**config.mk**
```make
export PLATFORM = sky130hd
export DESIGN_NAME = flow_route_scheduler
export DESIGN_NICKNAME = d
export VERILOG_FILES = /design/src/rtl/flow_route_scheduler.sv
export SDC_FILE = /design/constraint.sdc
export NUM_CORES = 1
export LEC_CHECK = 0
export ABC_AREA = 0
export CORE_ASPECT_RATIO = 0.7
export CORE_UTILIZATION = 40
export DETAILED_ROUTE_END_ITERATION = 16
export PLACE_DENSITY = 0.76
export RECOVER_POWER = 100
export SETUP_SLACK_MARGIN = 0.15
export SLEW_MARGIN = 10
export SYNTH_ARGS = -nofsm -noshare
export SYNTH_HDL_FRONTEND = slang
export SYNTH_SLANG_ARGS = --single-unit
```
**constraint.sdc**
```tcl
create_clock -name clk -period 8.99 [get_ports clk]
set_clock_uncertainty 0.05 [all_clocks]
set_input_delay 0.899 -clock clk [delete_from_list [all_inputs] [get_ports clk]]
set_output_delay 0.899 -clock clk [all_outputs]
set_load 0.03 [all_outputs]
```
**src/rtl/flow_route_scheduler.sv**
```systemverilog
// Two-chain flow outlet scheduler: round-robin grant, route check, settle/flow/flush sequencing; first out_en SETTLE_CYC+1 cycles after acceptance.
// Backpressure: src_ready only while IDLE, so a pending request simply waits until the current job has been released.
module flow_route_scheduler #(
   parameter int SETTLE_CYC = 8,
   parameter int FLUSH_CYC  = 4,
   parameter int DUR_W      = 8,
   parameter int STAGES     = 5
) (
   input  logic                    clk,
   input  logic                    rst_n,
   input  logic [1:0]              src_valid,
   output logic [1:0]              src_ready,
   input  logic [2*2*STAGES-1:0]   src_route,
   input  logic [2*DUR_W-1:0]      src_dur,
   input  logic                    abort,
   output logic [2*STAGES-1:0]     sw_cfg_a,
   output logic [2*STAGES-1:0]     sw_cfg_b,
   output logic                    out_sel,
   output logic                    out_en,
   output logic                    busy,
   output logic                    done,
   output logic                    done_src,
   output logic                    err
);
   localparam int RW = 2*STAGES;
   localparam int CW = (DUR_W < 8) ? 8 : DUR_W;
   localparam logic [CW-1:0] CNT_ONE = CW'(1);

   typedef enum logic [1:0] {IDLE, SETTLE, FLOW, FLUSH} state_t;

   typedef struct packed {
      logic             src;
      logic [DUR_W-1:0] dur;
   } job_t;

   state_t           state;
   job_t             job;
   logic             rr_ptr;
   logic [CW-1:0]    cnt;
   logic [1:0]       grant;
   logic             acc;
   logic             acc_src;
   logic [RW-1:0]    acc_route;
   logic [DUR_W-1:0] acc_dur;

   // A stage must be open, and at most one stage may divert into a unit.
   function automatic logic route_legal(input logic [RW-1:0] r);
      int   units;
      logic ok;
      units = 0;
      ok    = 1'b1;
      for (int k = 0; k < STAGES; k++) begin
         if (r[2*k +: 2] == 2'd0) ok = 1'b0;
         if (r[2*k+1]) units++;
      end
      return ok && (units <= 1);
   endfunction

   always_comb begin
      grant = src_valid;
      if (src_valid == 2'b11) grant = rr_ptr ? 2'b10 : 2'b01;
   end

   assign src_ready = (state == IDLE) ? grant : 2'b00;
   assign acc       = |(src_valid & src_ready);
   assign acc_src   = src_ready[1];
   assign acc_route = acc_src ? src_route[2*RW-1:RW] : src_route[RW-1:0];
   assign acc_dur   = acc_src ? src_dur[2*DUR_W-1:DUR_W] : src_dur[DUR_W-1:0];
   assign busy      = (state != IDLE);

   always_ff @(posedge clk) begin
      if (!rst_n) begin
         state    <= IDLE;
         job      <= '0;
         rr_ptr   <= 1'b0;
         cnt      <= '0;
         sw_cfg_a <= '0;
         sw_cfg_b <= '0;
         out_sel  <= 1'b0;
         out_en   <= 1'b0;
         done     <= 1'b0;
         done_src <= 1'b0;
         err      <= 1'b0;
      end else begin
         done <= 1'b0;
         err  <= 1'b0;
         case (state)
            IDLE: begin
               if (acc) begin
                  rr_ptr <= ~acc_src;
                  if (route_legal(acc_route)) begin
                     job.src  <= acc_src;
                     job.dur  <= acc_dur;
                     sw_cfg_a <= acc_src ? '0 : acc_route;
                     sw_cfg_b <= acc_src ? acc_route : '0;
                     out_sel  <= acc_src;
                     cnt      <= CW'(SETTLE_CYC);
                     state    <= SETTLE;
                  end else begin
                     err <= 1'b1;
                  end
               end
            end
            SETTLE: begin
               if (abort) begin
                  cnt   <= CW'(FLUSH_CYC);
                  state <= FLUSH;
               end else if (cnt == CNT_ONE) begin
                  out_en <= 1'b1;
                  cnt    <= (job.dur == '0) ? CNT_ONE : CW'(job.dur);
                  state  <= FLOW;
               end else begin
                  cnt <= cnt - 1'b1;
               end
            end
            FLOW: begin
               if (abort || cnt == CNT_ONE) begin
                  out_en <= 1'b0;
                  cnt    <= CW'(FLUSH_CYC);
                  state  <= FLUSH;
               end else begin
                  cnt <= cnt - 1'b1;
               end
            end
            FLUSH: begin
               if (cnt == CNT_ONE) begin
                  sw_cfg_a <= '0;
                  sw_cfg_b <= '0;
                  done     <= 1'b1;
                  done_src <= job.src;
                  state    <= IDLE;
               end else begin
                  cnt <= cnt - 1'b1;
               end
            end
            default: state <= IDLE;
         endcase
      end
   end
endmodule

```
# Word level (Yosys, flattened, before mapping)

Index checks and enable logic that the tools add are counted.

Input port bits: 41
Memories: 0
Logic and storage cells: 117
Bits in read-only memories: 0
Bits in latches: 0
Bits in registers: 44
Bits in writable memories: 0

Multiply operators: 0
Bitwise operators: 2
Shift operators: 0
Divide/modulo/power cells: 0
Reductions and logical operators: 22
Equal/unequal tests: 13
Multiplexer cells: 63
Add/subtract/negate cells: 5
Order comparisons: 1

Operator list:

| kind                                                                              | number |
|---|---|
| 32-bit two-way mux                                                                | 19 |
| 32-bit by 2-bit adder with 32-bit output, second input constant                   | 4 |
| 10-bit two-way mux                                                                | 8 |
| 8-bit two-way mux                                                                 | 8 |
| 10-bit one-hot mux with 2 select lines                                            | 2 |
| 32-bit by 2-bit less-or-equal comparator with 1-bit output, second input constant | 1 |
| 8-bit one-hot mux with 4 select lines                                             | 1 |
| 2-bit two-way mux                                                                 | 9 |
| 1-bit two-way mux                                                                 | 14 |
| 2-bit logical NOT                                                                 | 6 |
| 2-bit inequality test, second input constant                                      | 6 |
| 3-bit AND reduction                                                               | 3 |
| 8-bit by 1-bit == test with 1-bit output, second input constant                   | 1 |
| 8-bit logical NOT                                                                 | 1 |
| 2-bit one-hot mux with 4 select lines                                             | 1 |
| 4-bit AND reduction                                                               | 2 |
| 8-bit by 1-bit subtractor with 8-bit output, second input constant                | 1 |
| 2-bit == test, second input constant                                              | 3 |
| 2-bit AND reduction                                                               | 3 |
| 2-bit nonzero test                                                                | 3 |
| 5-bit AND reduction                                                               | 1 |
| 3-bit inequality test, second input constant                                      | 1 |
| 2-bit bitwise AND                                                                 | 1 |
| 2-bit by 1-bit == test with 1-bit output, second input constant                   | 1 |
| 6 further kinds                                                                   | 6 |

# Longest topological paths before layout

Gate-level depths: netlist of the first run.

Depth after elaboration: 33
Depth in mapped cells: 22
Depth with buffers taken out: 19

# Worst setup path after synthesis of the first run

Ideal clock, no wire load.

Path type: input port to flip-flop
From: in src_valid[1]
To: reg sw_cfg_a[0]
Buffers on the path: 3
Slack: 4.601 ns
Cell stages on the path: 20
Data required time: 8.823 ns
Data arrival time: 4.222 ns
Cells stage by stage: and2_1 -> nand2_1 -> inv_2 -> buf_1 -> nand2_1 -> nand2_1 -> ha_1 -> clkbuf_1 -> a21o_1 -> nand2_1 -> ha_1 -> nand2_1 -> nor3_1 -> a31oi_1 -> a211o_1 -> or2_1 -> o21ai_2 -> a21oi_1 -> clkbuf_1 -> a22o_1

Word-level cells in the longest chain between the ends: 32
Elaborated cells on any way between the ends: 52
Those cells by class: 4 x add/sub; 1 x order compare; 3 x eq/ne; 35 x mux; 1 x bitwise; 8 x reduce/logical

Ends and longest elaborated chain:

| element                                                           | line | text |
|---|---|---|
| start, declared                                                   | 11   | `input logic [1:0] src_valid,` |
| 2-bit == test                                                     | 61   | `if (src_valid == 2'b11) grant = rr_ptr ? 2'b10 : 2'b01;` |
| 2-bit two-way mux *                                               | 61   |  |
| 2-bit two-way mux *                                               | 64   | `assign src_ready = (state == IDLE) ? grant : 2'b00;` |
| named net src_ready[1]                                            | 12   | `output logic [1:0] src_ready,` |
| 10-bit two-way mux                                                | 67   | `assign acc_route = acc_src ? src_route[2*RW-1:RW] : src_route[RW-1:0];` |
| 1-bit two-way mux                                                 | 54   | `if (r[2*k+1]) units++;` |
| 32-bit two-way mux                                                | 89   | `if (acc) begin` |
| 32-bit two-way mux                                                | 87   | `case (state)` |
| (+17 left out)                                                    | -    |  |
| 32-bit two-way mux                                                | 54   |  |
| 32-bit two-way mux                                                | 89   |  |
| 32-bit two-way mux                                                | 87   |  |
| 32-bit two-way mux                                                | 72   | `if (!rst_n) begin` |
| 32-bit by 2-bit less-or-equal comparator with 1-bit output        | 56   | `return ok && (units <= 1);` |
| 1-bit logical AND                                                 | 56   |  |
| 2-bit by 1-bit inequality test with 1-bit output (no source line) | -    |  |
| 4-bit AND reduction (no source line)                              | -    |  |
| end signal, assigned                                              | 94   | `sw_cfg_a <= acc_src ? '0 : acc_route;` |
| end, declared                                                     | 16   | `output logic [2*STAGES-1:0] sw_cfg_a,` |

The timed path passes the listed nets; every way through them passes the cells marked *. The select of a mux whose other input is x is not followed.
A chain may end at the register's enable or synchronous reset.

# Worst setup path after layout of the first run

From: in src_valid[1]
To: reg sw_cfg_b[6]

Word-level cells in the longest chain between the ends: 32
Elaborated cells on any way between the ends: 52
Those cells by class: 4 x add/sub; 1 x order compare; 3 x eq/ne; 35 x mux; 1 x bitwise; 8 x reduce/logical

Ends and longest elaborated chain:

| element                                                           | line | text |
|---|---|---|
| 2-bit == test                                                     | 61   |  |
| 2-bit two-way mux                                                 | 61   |  |
| 2-bit two-way mux                                                 | 64   |  |
| 10-bit two-way mux                                                | 67   |  |
| 1-bit two-way mux                                                 | 54   |  |
| 32-bit two-way mux                                                | 89   |  |
| 32-bit two-way mux                                                | 87   |  |
| 32-bit two-way mux                                                | 72   |  |
| (+16 left out)                                                    | -    |  |
| 32-bit two-way mux                                                | 54   |  |
| 32-bit two-way mux                                                | 89   |  |
| 32-bit two-way mux                                                | 87   |  |
| 32-bit two-way mux                                                | 72   |  |
| 32-bit by 2-bit less-or-equal comparator with 1-bit output        | 56   |  |
| 1-bit logical AND                                                 | 56   |  |
| 2-bit by 1-bit inequality test with 1-bit output (no source line) | -    |  |
| 4-bit AND reduction (no source line)                              | -    |  |
| end signal, assigned                                              | 95   | `sw_cfg_b <= acc_src ? acc_route : '0;` |
| end, declared                                                     | 17   | `output logic [2*STAGES-1:0] sw_cfg_b,` |

Several ways; a longest one is shown, not always the timed one. The select of a mux whose other input is x is not followed.

==> impl_metrics.tcl, run 1 <==
set metrics [dict create \
    pwr_density_cell_nw_per_um2 211 \
    crit_fanout 23 \
    switching_share 0.392 \
    grt-busiest-layer "met1" \
    n_antenna_cell 0 \
    p_clk_frac 0.224 \
    pin_count 69 \
    ctsResizeCount 0 \
    synth-edff-count 0 \
    drive_above_1_share 0.0357 \
    period_share 0.686 \
    antenna_left 0 \
    rows 23 \
    p_int_mw 0.422 \
    hold_viol_final 0 \
    finalPower_mw 0.693 \
    antenna_found_initial 0 \
    synth_cells 298 \
    via_per_inst 5.63 \
    yosysTopAreaCell "dfxtp_1" \
    portBuffers 68 \
    dpl.hpwl_mm 5.21 \
    grt_pass1_wl_mm 11.1 \
    die_width_um 95.5 \
    relSlewSlack 0.361 \
    tns_ns 0 \
    synth_seq_area_share 0.360 \
    syn_area_um2 2450 \
    drv_cap 0 \
    worst_setup_path_start_kind "primary input" \
    whs_path_depth 2 \
    holdWs_ns 0.425 \
    cts_tree "yes" \
    hold_class "flop to flop" \
    cts.clk_slew.worst_paths_ns 0.09 \
    status "finished, final reports clean" \
    worstMarginPinSlew_ns 0.954 \
    ys_top_cells_by_area "dfxtp_1, nand2_1, a22o_1, ha_1, mux2i_1" \
    slew_violations 0 \
    switchingPower_mw 0.272 \
    cts_setup_buffers 0 \
    r2r-start "state[0]$_SDFFE_PN0P_" \
    cts.sinks 44 \
    leakage_nw 1.34 \
    clock_path_buffers 2 \
    reg2reg_slack_ns 3.14 \
    die_y_um 67.5 \
    grt_util_met3 0.0507 \
    insertion_delay_ns 0.30 \
    min_from "done_src$_SDFFE_PN0P_" \
    ir_drop_mv 0.0892 \
    cp_cell_sequence "dlygate4sd3_1, and2_0, nand2_1, inv_1, nand2_1, nand2_1, ha_1, a21o_1, nand2_1, ha_1, nand2_1, nor3_1, a31oi_1, a211o_1, or2_0, nor2_1, nor4b_4, a22o_1" \
    syn_area_per_cell_um2 8.22 \
    critPathKind "primary input to flop" \
    post-route-drc-count 0 \
    ys_async_sr_fraction 0 \
    rr_endpoint "sw_cfg_b[6]$_SDFFE_PN0P_" \
    final_common_cell "nand2_1" \
    wl_per_cell_um 15.5 \
    dieArea_um2 6450 \
    root_buffer "clkbuf_8" \
    cp_slowest_stage_delay_ns 0.74 \
    gp_congestion 0.954 \
    synth.top_cell.area_share 0.360 \
    worst_path_most_repeated_cell "nand2_1" \
    ys_ff_latch 44 \
    cts_buffers 5 \
    overflow 0 \
    timing.fmax_mhz 162 \
    track_usage 0.226 \
    synth_nets 348 \
    critPathRequiredTime_ns 9.19 \
    drt_first_pass_iters 4 \
    ys_warn_count 0 \
    rsz0062_at_grt "false" \
    core_area_um2 5810 \
    htreeDepth 2 \
    dp.cells 431 \
    combinationalPowerShare 0.434 \
    cts_hold_buffers 0 \
    crit_slowest_cell "nor2_1" \
    drt_iter0_drc 213 \
    p_seq_frac 0.342 \
    synthToLayoutAreaGrowth_pct 34.1 \
    hold_end "done_src$_SDFFE_PN0P_" \
    setup_violations 0 \
    synth-main-ff-cell "dfxtp_1" \
    grt_pass1_vias 2251 \
    routed_wl_mm 6.80 \
    ys_types 52 \
    num_vias 2471 \
    grt_max_degree 24 \
    start_util 0.421 \
    final_nets 413 \
    cp_data_arrival_time_ns 6.36 \
    layout_min_cycle_time_ns 6.17 \
    grtUsageMet2 0.313 \
    final_cells 439 \
    layout_common_cells "nand2_1, dfxtp_1, clkdlybuf4s50_1" \
    cp-end-kind "flop" \
    rr_worst_depth 19 \
    grtUsageMet1 0.349 \
]
## worst max-delay path, delay by kind of cell
family / cells / cell delay [ns]
compound gates: 4 / 0.77
fa+ha+maj: 2 / 0.57
buf+inv: 2 / 1.10
simple gates: 10 / 3.02
## state kept, by name, indices dropped and copies added (netlist names)
register and count:
cnt 8, done 1, out_en 1, done_src 1, job 9, sw_cfg_b 10, err 1, sw_cfg_a 10
state 2, rr_ptr 1
## per-layer routing
| layer | part of all wire | wire length [µm] |
|---|---|---|
| met1 | 0.53 | 3630 |
| met2 | 0.38 | 2610 |
| met4 | 0.0084 | 57 |
| met3 | 0.074 | 502 |
| met5 | 0 | 0 |
## how the worst max path moves through the flow
stage | start | to | cells after the start | slack (ns)
6_report | src_valid[1] | sw_cfg_b[6]$_SDFFE_PN0P_ | 18 | 2.82
5_1_grt | src_valid[1] | sw_cfg_b[6]$_SDFFE_PN0P_ | 18 | 2.36
4_1_cts | src_valid[1] | sw_cfg_b[6]$_SDFFE_PN0P_ | 18 | 3.73
3_5_place_dp | src_valid[1] | sw_cfg_b[6]$_SDFFE_PN0P_ | 18 | 3.42
3_3_place_gp | src_valid[1] | sw_cfg_b[8]$_SDFFE_PN0P_ | 18 | 3.59
2_1_floorplan | src_valid[1] | sw_cfg_a[0]$_SDFFE_PN0P_ | 20 | 4.60
## power groups by stage
stage | Combinational (mW) | Sequential, mW | Clock, mW
after detailed placement | 0.309 | 0.241 | 0
final | 0.301 | 0.237 | 0.155
after CTS | 0.310 | 0.237 | 0.158
after global placement | 0.303 | 0.241 | 0
after floorplan | 0.187 | 0.263 | 0
after global routing | 0.328 | 0.241 | 0.166
## synth_stat cells (all sizes together) (7+ instances only)
| cell | n |
|---|---|
| nand2 | 60 |
| dfxtp | 44 |
| nor2 | 24 |
| a22o | 20 |
| o21ai | 16 |
| a21oi | 14 |
| mux2i | 10 |
| ha | 9 |
| a311oi | 8 |
| clkbuf | 8 |
| inv | 8 |
| nand3 | 7 |
## stage by stage
stage,util,cell area [µm²],worst slack (ns)
final,0.565,3280,2.82
after global placement,0.548,3190,3.59
after detailed placement,0.548,3190,3.42
after CTS,0.568,3300,3.73
after floorplan,-,2450,4.60
after global routing,0.565,3280,2.36
## cell type report
class                           instances  area [µm²]
Clock buffer                            5        68.8
Timing Repair Buffer                   69         684
Fill cell                             554        2530
Tap cell                               75        93.8
Inverter                                9        33.8
Clock inverter                          3        42.5
Sequential cell                        44         881
Multi-Input combinational cell        234        1480
## logic make-up (layout without fill, tap and decap cells)
| logic type | Yosys count | after routing | synth area share |
|---|---|---|---|
| buffers and inverters | 20 | 86 | 0.0317 |
| AO/OA/AOI/OAI | 80 | 80 | 0.236 |
| multiplexers | 10 | 10 | 0.0409 |
| adder cells (fa/ha/maj) | 9 | 9 | 0.0460 |
| flip-flops | 44 | 44 | 0.360 |
| AND/OR/NAND/NOR | 130 | 130 | 0.268 |
| XOR/XNOR | 5 | 5 | 0.0179 |
Note: power is estimated with default switching activity, not from simulation.
==> run 2, diff against run 1 <==
- PLACE_DENSITY: 0.76 -> 0.78
- clock period: 8.99 -> 5 ns (I/O delays scaled with it)
==> run 2 against run 1 <==
Effect of this change:
- final cell count rose by 0.46%
- core utilization rose by 0.13 points
- die area did not move
- clock power rose by 37%
- power rose by 72%
==> impl_metrics.tcl, run 2 (synthesis results as in run 1) <==
set metrics [dict create \
    layout_common_cells "nand2_1, dfxtp_1, clkdlybuf4s50_1" \
    cts.clk_slew.worst_paths_ns 0.08 \
    grt_max_degree 21 \
    setup_violations 0 \
    place_ws_ns 0.407 \
    final_common_cell "nand2_1" \
    start_util 0.421 \
    pwr_density_cell_nw_per_um2 363 \
    antenna_found_initial 0 \
    dpl.hpwl_mm 5.18 \
    period_share 0.893 \
    rsz0062_at_grt "false" \
    insertion_delay_ns 0.29 \
    status "finished, final reports clean" \
    setup_ws_ns 0.537 \
    grt_pass1_vias 2324 \
    drive_above_1_share 0.0492 \
    cts_buffers 5 \
    timing.fmax_mhz 224 \
    die_width_um 95.5 \
    layout_min_cycle_time_ns 4.46 \
    cts_tree "yes" \
    critPathRequiredTime_ns 5.19 \
    leakage_nw 1.34 \
    post-route-drc-count 0 \
    cp-end-kind "flop" \
    cts_hold_buffers 0 \
    drv_cap 0 \
    critPathKind "flop to flop" \
    drt_first_pass_iters 5 \
    worst_path_most_repeated_cell "nand2_1" \
    cp_cell_sequence "inv_1, ha_1, and2_1, nand2_1, inv_1, nand2_1, nand2_1, ha_1, o21ai_0, o22ai_1, ha_1, nand2_1, nor3_1, a31oi_1, a211o_1, or2_0, o21a_1, nor4_4, a22o_1" \
    core_area_um2 5810 \
    num_vias 2545 \
    root_buffer "clkbuf_8" \
    die_y_um 67.5 \
    htreeDepth 2 \
    hold_class "flop to flop" \
    gp_congestion 1.01 \
    final_nets 416 \
    wl_per_cell_um 15.5 \
    track_usage 0.230 \
    top_regs "sw_cfg_a (10), sw_cfg_b (10), job (9)" \
    tns_ns 0 \
    portBuffers 68 \
    synthToLayoutAreaGrowth_pct 34.4 \
    cp_data_arrival_time_ns 4.66 \
    cts.sinks 44 \
    overflow 0 \
    worst_setup_path_start_kind "flop" \
    antenna_left 0 \
    via_per_inst 5.77 \
    pin_count 69 \
    relSlewSlack 0.444 \
    crit_slowest_cell "nor4_4" \
    grt_pass1_wl_mm 11.4 \
    clock_path_buffers 2 \
    drt_iter0_drc 217 \
    rows 23 \
    ir_drop_mv 0.119 \
    hold_viol_final 0 \
    worstMarginPinSlew_ns 0.832 \
    n_antenna_cell 0 \
    cp_slowest_stage_delay_ns 0.50 \
    slew_violations 0 \
    dieArea_um2 6450 \
    crit_fanout 10 \
    routed_wl_mm 6.86 \
]
-- run 2: timing repair --
action / CTS / global route
gates resized for setup: 0 / 0
setup endpoints to repair: 0 / 10
setup buffers: 0 / 1
-- run 2: metrics by stage --
stage           util  instance area, µm²  power, mW  hold slack, ns  cells
2_1_floorplan      -                2450      0.809           0.410    298
3_3_place_gp   0.551                3200      0.982           0.396    433
3_5_place_dp   0.551                3200      0.995           0.401    433
4_1_cts        0.565                3280       1.21           0.412    440
5_1_grt        0.566                3290       1.28           0.455    441
6_report       0.566                3290       1.20           0.405    441
-- run 2: per-layer routing --
| metal | vias to the layer above | GRT usage | part of all wire |
|---|---|---|---|
| met5 | - | 0 | 0 |
| met4 | 0 | 0.0616 | 0.017 |
| met3 | 17 | 0.0462 | 0.085 |
| met2 | 132 | 0.339 | 0.40 |
| met1 | 1171 | 0.337 | 0.50 |
| li1 | 1225 | - | - |
-- run 2: where the power goes --
| part | internal (mW) | total (mW) | switching (mW) | leakage [nW] |
|---|---|---|---|---|
| Sequential | 0.394 | 0.425 | 0.0309 | 0.356 |
| Combinational | 0.225 | 0.558 | 0.333 | 0.948 |
| Clock | 0.0946 | 0.213 | 0.118 | 0.0400 |
-- run 2: worst max-delay path: cells and delay by family (launching register included) --
family | cells | cell delay, ns
simple gates | 8 | 1.61
fa+ha+maj | 3 | 0.81
compound gates | 6 | 1.12
buf+inv | 2 | 0.46
flops | 1 | 0.35
-- run 2: cell type report --
cell class,instances,area (µm²)
clock buffer,5,68.8
clock inverter,2,12.5
fill,547,2520
inverter,9,33.8
multi-input combinational,234,1490
sequential,44,881
tap,75,93.8
timing repair buffer,72,711
-- run 2: path summary, 6_finish.rpt --
kind	slack, ns	startpoint	endpoint	depth (start not counted)
setup reg to reg	0.54	state[0]$_SDFFE_PN0P_	sw_cfg_a[2]$_SDFFE_PN0P_	19
hold / removal	0.41	done_src$_SDFFE_PN0P_	done_src$_SDFFE_PN0P_	2
setup / recovery	0.54	state[0]$_SDFFE_PN0P_	sw_cfg_a[2]$_SDFFE_PN0P_	19
hold reg to reg	0.41	done_src$_SDFFE_PN0P_	done_src$_SDFFE_PN0P_	2
==> RTL change, RTL diff (settings of run 1) <==
`STAGES`: 5 -> 4.
--- a/src/rtl/flow_route_scheduler.sv
+++ b/src/rtl/flow_route_scheduler.sv
@@ -4,7 +4,7 @@
    parameter int SETTLE_CYC = 8,
    parameter int FLUSH_CYC  = 4,
    parameter int DUR_W      = 8,
-   parameter int STAGES     = 5
+   parameter int STAGES     = 4
 ) (
    input  logic                    clk,
    input  logic                    rst_n,
Interface: changed (resized src_route, sw_cfg_a and sw_cfg_b); port bits go from 69 to 61. The function was not compared with the original's and may differ.
==> RTL change against run 1 <==
- sequential cell count decreased by 4
- setup slack better by 0.62 ns
- synthesized cell count is 3.4% lower
- register-to-register slack improved by 0.61 ns
- critical path depth decreased by 3
- power increased by 1.4%
- combinational power is 8.6% higher
- synthesized area is 3.8% lower
- core utilization hardly changed
- design area shrank 6.2%
- wire length is 12% lower
- largest cell class unchanged
==> RTL change: results (changes against run 1) <==
INFO  metric globalRouteTotalUtil = 20.2% (was 22.6%)
INFO  metric outcome = finished clean (unchanged)
INFO  metric number_of_vias_in_the_routed_layout = 2284 (was 2471)
INFO  metric wl_per_cell = 14.2 um (was 15.5 um)
INFO  metric fillers = 502 (was 554)
INFO  metric power.net_switching = 0.000276 W (was 0.000272 W)
INFO  metric vdd_drop_max = 0.000127 V (was 0.0000892 V)
INFO  metric timing.critical_path.fanout_max = 16 (was 23)
INFO  metric critical-path-top-delay-family = compound AO/OA/AOI/OAI gates (was simple AND/OR/NAND/NOR gates)
INFO  metric synth_top_area_cells = sky130_fd_sc_hd__dfxtp_1 34%, sky130_fd_sc_hd__mux2i_1 7.2%, sky130_fd_sc_hd__inv_1 6.4% (was sky130_fd_sc_hd__dfxtp_1 36%, sky130_fd_sc_hd__nand2_1 9.2%, sky130_fd_sc_hd__a22o_1 7.2%)
INFO  metric rrSetupSlack = 3.75 ns (was 3.14 ns)
INFO  metric layout_cell_share_with_drive_strength_beyond_1 = 3.74% (was 3.57%)
INFO  metric dp_hpwl = 4640 um (was 5210 um)
INFO  metric hold_slack = 0.408 ns (was 0.425 ns)
INFO  metric first_iter_violations = 167 (was 213)
INFO  metric synth_commonest_cells = 40 x sky130_fd_sc_hd__dfxtp_1, 40 x sky130_fd_sc_hd__inv_1, 37 x sky130_fd_sc_hd__nand2_1, 19 x sky130_fd_sc_hd__o22ai_1, 17 x sky130_fd_sc_hd__mux2i_1 (was 60 x sky130_fd_sc_hd__nand2_1, 44 x sky130_fd_sc_hd__dfxtp_1, 23 x sky130_fd_sc_hd__nor2_1, 20 x sky130_fd_sc_hd__a22o_1)
INFO  metric regToRegEndpoint = sw_cfg_a[6] (was sw_cfg_b[6])
INFO  metric grt_pass1_wl = 9710 um (was 11100 um)
INFO  metric r2r.worst_path.cells = 15 (was 19)
INFO  metric gpl.final_weighted_congestion = 0.930 (was 0.954)
INFO  metric synthDistinctLibCells = 49 (was 52)
INFO  metric largest_net_degree_at_the_start_of_global_routing = 26 (was 24)
INFO  metric dp_worst_setup_slack = 4.02 ns (was 3.42 ns)
INFO  metric p_leak = 1.34 nW (about the same)
INFO  metric buffers_added_on_ports = 60 (was 68)
INFO  metric synth_seq_area_share = 34.0% (was 36.0%)
## RTL change: changes by cell type in the layout (fill, tap and decap cells not counted), moves of 5 or more
cell	before	now
sky130_fd_sc_hd__a22o_1	20	0
sky130_fd_sc_hd__a311oi_1	8	0
sky130_fd_sc_hd__inv_1	8	40
sky130_fd_sc_hd__mux2i_1	10	17
sky130_fd_sc_hd__nand2_1	60	37
sky130_fd_sc_hd__nand4_1	6	1
sky130_fd_sc_hd__nor2_1	24	14
sky130_fd_sc_hd__o22ai_1	3	19
sky130_fd_sc_hd__o311ai_0	1	9
sky130_fd_sc_hd__o31ai_1	2	11
## RTL change: kinds of logic (layout without fill, tap and decap cells)
kind of cell,count (synthesis),after routing,synth area share (%)
muxes,17,17,7.22
xor gates and xnor gates,8,8,2.97
AOI/OAI and AO/OA,83,83,25.4
and+or+nand+nor,82,82,17.5
adders and majority gates,9,9,4.78
DFF,40,40,34.0
buffers and inverters,49,109,8.07
## RTL change: per-layer routing
metal | global-route usage [%] | wire [um] | vias up
li1 | - | - | 1146
met1 | 30.0 | 3050 | 1060
met2 | 28.6 | 2450 | 71
met3 | 3.45 | 406 | 7
met4 | 7.50 | 73 | 0
met5 | 0 | 0 | -
## RTL change: power groups by stage
| stage | clock network [W] | registers, W | logic (W) |
|---|---|---|---|
| 2_1_floorplan | 0 | 0.000228 | 0.000243 |
| 3_3_place_gp | 0 | 0.000217 | 0.000340 |
| 3_5_place_dp | 0 | 0.000218 | 0.000345 |
| 4_1_cts | 0.000165 | 0.000214 | 0.000346 |
| 5_1_grt | 0.000173 | 0.000217 | 0.000357 |
| 6_report | 0.000162 | 0.000214 | 0.000327 |
## RTL change: per-stage QoR
| step | instances | area, sq um |
|---|---|---|
| 3_5_place_dp | 412 | 3010 |
| 3_3_place_gp | 412 | 3010 |
| 4_1_cts | 420 | 3140 |
| 2_1_floorplan | 288 | 2360 |
| 6_report | 420 | 3080 |
| 5_1_grt | 420 | 3080 |
## RTL change: worst max-delay path by stage
stage,startpoint,endpoint,cells past startpoint
2_1_floorplan,src_valid[0],sw_cfg_a[0],15
3_3_place_gp,src_valid[1],sw_cfg_a[4],14
3_5_place_dp,src_valid[0],sw_cfg_b[3],15
4_1_cts,src_valid[0],sw_cfg_b[3],15
5_1_grt,src_valid[0],sw_cfg_a[2],15
6_report,src_valid[0],sw_cfg_a[6],15
## RTL change: layout make-up
| class | count | area share [%] |
|---|---|---|
| clock inverters | 1 | 0.975 |
| flip-flops and latches | 40 | 26.0 |
| clock buffers | 7 | 3.13 |
| repair buffers | 61 | 19.6 |
| well taps | 72 | 2.93 |
| multi-input cells | 199 | 42.5 |
| inverters | 40 | 4.88 |
